==> src/rtl/edge_link_array.sv <==
// Buffered, credit-flow-controlled edge link: NUM_CH independent channels, each with
// a FIFO, a downstream credit counter and a serially configured enable bit.
module edge_link_array #(
   parameter int NUM_CH  = 4,
   parameter int DATA_W  = 32,
   parameter int DEPTH   = 4,
   parameter int CREDITS = 2
) (
   input  logic                           clk,
   input  logic                           rst,
   input  logic                           conf_en,
   input  logic                           conf_in,
   output logic                           conf_out,
   input  logic [NUM_CH*(DATA_W+1)-1:0]   d_in,
   output logic [NUM_CH-1:0]              c_out,
   output logic [NUM_CH*(DATA_W+1)-1:0]   d_out,
   input  logic [NUM_CH-1:0]              c_in,
   output logic [NUM_CH-1:0]              ovf
);

   localparam int W  = DATA_W + 1;
   localparam int PW = $clog2(DEPTH);
   localparam int CW = $clog2(DEPTH + 1);
   localparam int KW = $clog2(CREDITS + 1);

   logic [NUM_CH-1:0] mask;
   logic [NUM_CH:0]   mask_shift;

   // Shifting through a one-bit-wider vector keeps NUM_CH == 1 legal.
   assign mask_shift = {mask, conf_in};
   assign conf_out   = mask[NUM_CH-1];

   always_ff @(posedge clk) begin
      if (rst)
         mask <= '1;
      else if (conf_en)
         mask <= mask_shift[NUM_CH-1:0];
   end

   for (genvar k = 0; k < NUM_CH; k++) begin : g_ch
      logic [DATA_W-1:0] mem [DEPTH];
      logic [PW-1:0]     rd_ptr;
      logic [PW-1:0]     wr_ptr;
      logic [CW-1:0]     count;
      logic [KW-1:0]     credit;
      logic [W-1:0]      dout_r;
      logic              cout_r;
      logic              ovf_r;
      logic              in_valid;
      logic              en;
      logic              pop;
      logic              wr;
      logic              accept;
      logic              discard;

      always_comb begin
         in_valid = d_in[k*W + DATA_W];
         en       = mask[k];
         pop      = en && (count != '0) && (credit != '0) && !conf_en;
         wr       = en && in_valid;
         // A full FIFO still takes the word when the same edge frees a slot.
         accept   = wr && ((count < CW'(DEPTH)) || pop);
         discard  = !en && in_valid;
      end

      always_ff @(posedge clk) begin
         if (accept)
            mem[wr_ptr] <= d_in[k*W +: DATA_W];
      end

      always_ff @(posedge clk) begin
         if (rst) begin
            rd_ptr <= '0;
            wr_ptr <= '0;
            count  <= '0;
            credit <= KW'(CREDITS);
            dout_r <= '0;
            cout_r <= 1'b0;
            ovf_r  <= 1'b0;
         end else begin
            if (accept)
               wr_ptr <= wr_ptr + PW'(1);
            if (pop)
               rd_ptr <= rd_ptr + PW'(1);
            case ({accept, pop})
               2'b10:   count <= count + CW'(1);
               2'b01:   count <= count - CW'(1);
               default: count <= count;
            endcase
            if (pop && !c_in[k])
               credit <= credit - KW'(1);
            else if (c_in[k] && !pop && (credit != KW'(CREDITS)))
               credit <= credit + KW'(1);
            dout_r <= pop ? {1'b1, mem[rd_ptr]} : '0;
            cout_r <= pop || discard;
            ovf_r  <= ovf_r || (wr && !accept);
         end
      end

      assign d_out[k*W +: W] = dout_r;
      assign c_out[k]        = cout_r;
      assign ovf[k]          = ovf_r;
   end

endmodule

==> config.mk <==
export PLATFORM = sky130hd
export DESIGN_NAME = edge_link_array
export DESIGN_NICKNAME = d
export VERILOG_FILES = /design/src/rtl/edge_link_array.sv
export SDC_FILE = /design/constraint.sdc
export NUM_CORES = 1
export LEC_CHECK = 0
export ABC_AREA = 1
export BUFFER_PORTS_ARGS = -buffer_cell sky130_fd_sc_hd__clkbuf_2
export CORE_ASPECT_RATIO = 0.8
export CORE_MARGIN = 2
export CORE_UTILIZATION = 35
export CTS_BUF_LIST = sky130_fd_sc_hd__clkbuf_4 sky130_fd_sc_hd__clkbuf_8
export DETAILED_ROUTE_END_ITERATION = 12
export PLACE_DENSITY = 0.54
export SKIP_LAST_GASP = 1
export SLEW_MARGIN = 40
export SYNTH_ARGS = -nofsm -noshare
export SYNTH_HDL_FRONTEND = slang
export SYNTH_SLANG_ARGS = --single-unit
==> constraint.sdc <==
create_clock -name clk -period 7.6 [get_ports clk]
set_input_delay 0.76 -clock clk [delete_from_list [all_inputs] [get_ports clk]]
set_output_delay 0.76 -clock clk [all_outputs]
set_load 0.01 [all_outputs]
==> flow_summary.yaml <==
status:
  status: "finished, final reports clean"
critical_path:
  cp_data_arrival_time_ps: 2830
  crit_type: "reg -> reg"
  critPathLaunch: "g_ch[2].credit[0]"
  endpoint_kind: "flip-flop"
  r2r_start: "g_ch[2].credit[0]"
  cp_max_fo: 8
  setup.worst_path.start_class: "flip-flop"
  critical_path.slowest_cell: "o21bai_2"
  cpPeakStageDelay_ps: 490
  path_cells: "nor2_2, nor2_8, o21bai_2, ha_1, fa_1, o21ai_0, a21oi_1"
  cp.required_ps: 8190
clocking:
  cts-resized-gates: 0
  clk_latency_ps: 710
  clkTransAtPathRegs_ps: 60
  cts_buffer_depth: 3
  cts_root_buf: "clkbuf_8"
  cts_max_level: 3
  cts_inserted_buffers: 111
  cts.sink_count: 700
  post_cts_buffers: 0
  hold_buffers: 0
  cts_tree: "built"
routing:
  dr.pass1.iters: 5
  routed_wl_um: 58100
  vias: 15593
  drtIter0Drc: 936
  wl_per_cell_um: 16.9
  ant_nets: 0
  drc: 0
  post_drt_via_cell_ratio: 4.54
timing:
  min_period_ps: 2240
  drv_slew: 0
  fin_crit_sh_pct: 29.5
  grt_setup_unrepaired: "no"
  tns_ps: 0
  fin_skew_ps: 26.1
  setup_viol: 0
  hold_viol: 0
  timing.fmax_mhz: 447
  worstMarginPinSlew_ps: 736
  timing.slew.headroom_pct: 50.9
grt:
  antenna_found_initial: 12
  grt_pass1_vias: 15795
  gr-total-overflow: 0
  grt_pass1_wl_um: 88600
  grt_start_max_net_pins: 66
  grt_usage_pct: 15.0
placed_design:
  gp_congestion: 0.730
  dpl.hpwl_um: 35300
  place_area_um2: 29000
  port_buffers: 280
logic_synthesis:
  netlist_top_cells_count: "548 x nor2_1, 512 x edfxtp_1, 286 x o21ai_0"
  avgSynthCellArea_um2: 13.0
  yosysSeqAreaShare_pct: 73.4
  netlist_area_um2: 26100
  yosysTopAreaCell: "edfxtp_1"
  yosys_register_bits: 700
  ys_warn_count: 0
  synthCells: 2006
  ys_types: 29
  synth_area_leaders: "edfxtp_1 59%, dfxtp_1 14%, nor2_1 7.9%"
  synthMostInstantiatedCell: "nor2_1"
  synth_fp_nets: 2170
  synth_edf_count: 512
  synth_top_area_share_pct: 58.9
  synthFlopType: "edfxtp_1"
  async_reset_ff_share_pct: 0
die:
  dieWidth_um: 309
  core_area_um2: 73700
  rows: 89
  pin_count: 281
  dieArea_um2: 76700
  start_util_pct: 35.4
  die_h_um: 248
power_and_ir_drop:
  p_leak_uw: 0.0116
  ir_drop_mv: 0.156
  power_density_nw_per_um2: 305
  total_power_uw: 9570
final_layout:
  fillCellCount: 6819
  syn2layout_area_growth_pct: 20.4
  drive_above_1_share_pct: 28.1
  fin_nets: 2499
  final_area_um2: 31400
  multi_input_area_um2: 6200
  regArea_um2: 19100
min_path:
  min_path_type: "in -> reg"
  hp-start: "d_in[13]"
flow_run:
  max_cap_viol_count: 0
## path summary, 6_finish.rpt
| check | endpoint | slack [ps] | depth (start not counted) |
|---|---|---|---|
| worst max-delay path | g_ch[2].count[1] | 5360 | 7 |
| worst min register to register | g_ch[0].ovf_r | 470 | 1 |
| worst max register to register | g_ch[2].count[1] | 5360 | 7 |
| worst min-delay path | g_ch[0].mem[2][13] | 260 | 1 |
## critical path: cells and delay by family (launching register included)
kind                     cells  cell delay [ps]
adder cells (fa/ha/maj)      2              750
AND/OR/NAND/NOR              2              290
flip-flops                   1              350
AO/OA/AOI/OAI                3              740
## per-stage QoR
stage          std cells  util, %  setup WS [ps]  hold WS, ps
6_report            3433     42.6           5360          259
5_1_grt             3433     42.6           5200          201
4_1_cts             3432     42.6           5340          179
3_5_place_dp        3223     39.4           4760          463
3_3_place_gp        3197     38.5           4740          455
2_1_floorplan       2006        -           4620          442
## cells by family (layout without fill, tap and decap cells)
logic type / Yosys count / in the layout / share of synthesized area, %
AO/OA/AOI/OAI: 459 / 459 / 11.9
adder cells (fa/ha/maj): 24 / 24 / 1.27
buffers and inverters: 185 / 610 / 3.32
flip-flops: 700 / 700 / 73.4
other: 0 / 1 / 0
AND/OR/NAND/NOR: 638 / 638 / 10.1
## cells in the final DEF (no fill, tap or decap), types with 20 or more instances in the layout
cell type / synthesis / final
ha_1: 20 / 20
nor2_1: 548 / 532
o21ai_0: 286 / 286
clkbuf_2: 0 / 280
nand2_1: 33 / 33
clkbuf_8: 0 / 124
edfxtp_1: 512 / 512
dfxtp_1: 188 / 184
a21boi_2: 116 / 116
clkbuf_4: 0 / 52
nand3_1: 27 / 27
a21oi_1: 32 / 32
inv_1: 74 / 74
## layout make-up
cell class                      instances  share of cell area (%)
Antenna cell                            1                 0.00797
Multi-Input combinational cell       1121                    19.7
Clock inverter                         33                   0.913
Inverter                               80                   0.996
Tap cell                             1001                    3.99
Timing Repair Buffer                  321                    6.70
Sequential cell                       700                    61.0
Clock buffer                          176                    6.68
## report_power, final
group	switching [µW]	internal, µW	total [µW]	leakage (µW)
logic	1090	542	1630	0.00416
registers	115	4460	4570	0.00621
clock network	1450	1920	3370	0.00127
total	2660	6920	9570	0.0116
## routing by layer
metal	GRT usage, %	wire length (µm)	vias up
met5	0	130	-
met4	5.25	1480	18
met3	4.23	3180	126
met2	24.3	26900	318
met1	19.3	26500	7480
li1	-	-	7651
## state kept, by name (all words and copies together) (netlist names), named ones only
signal       cells
g_ch.mem       512
g_ch.dout_r    132
g_ch.count      12
g_ch.credit      8
g_ch.rd_ptr      8
g_ch.wr_ptr      8
g_ch.cout_r      4
g_ch.ovf_r       4
mask             4
(Power assumes the default switching activity.)
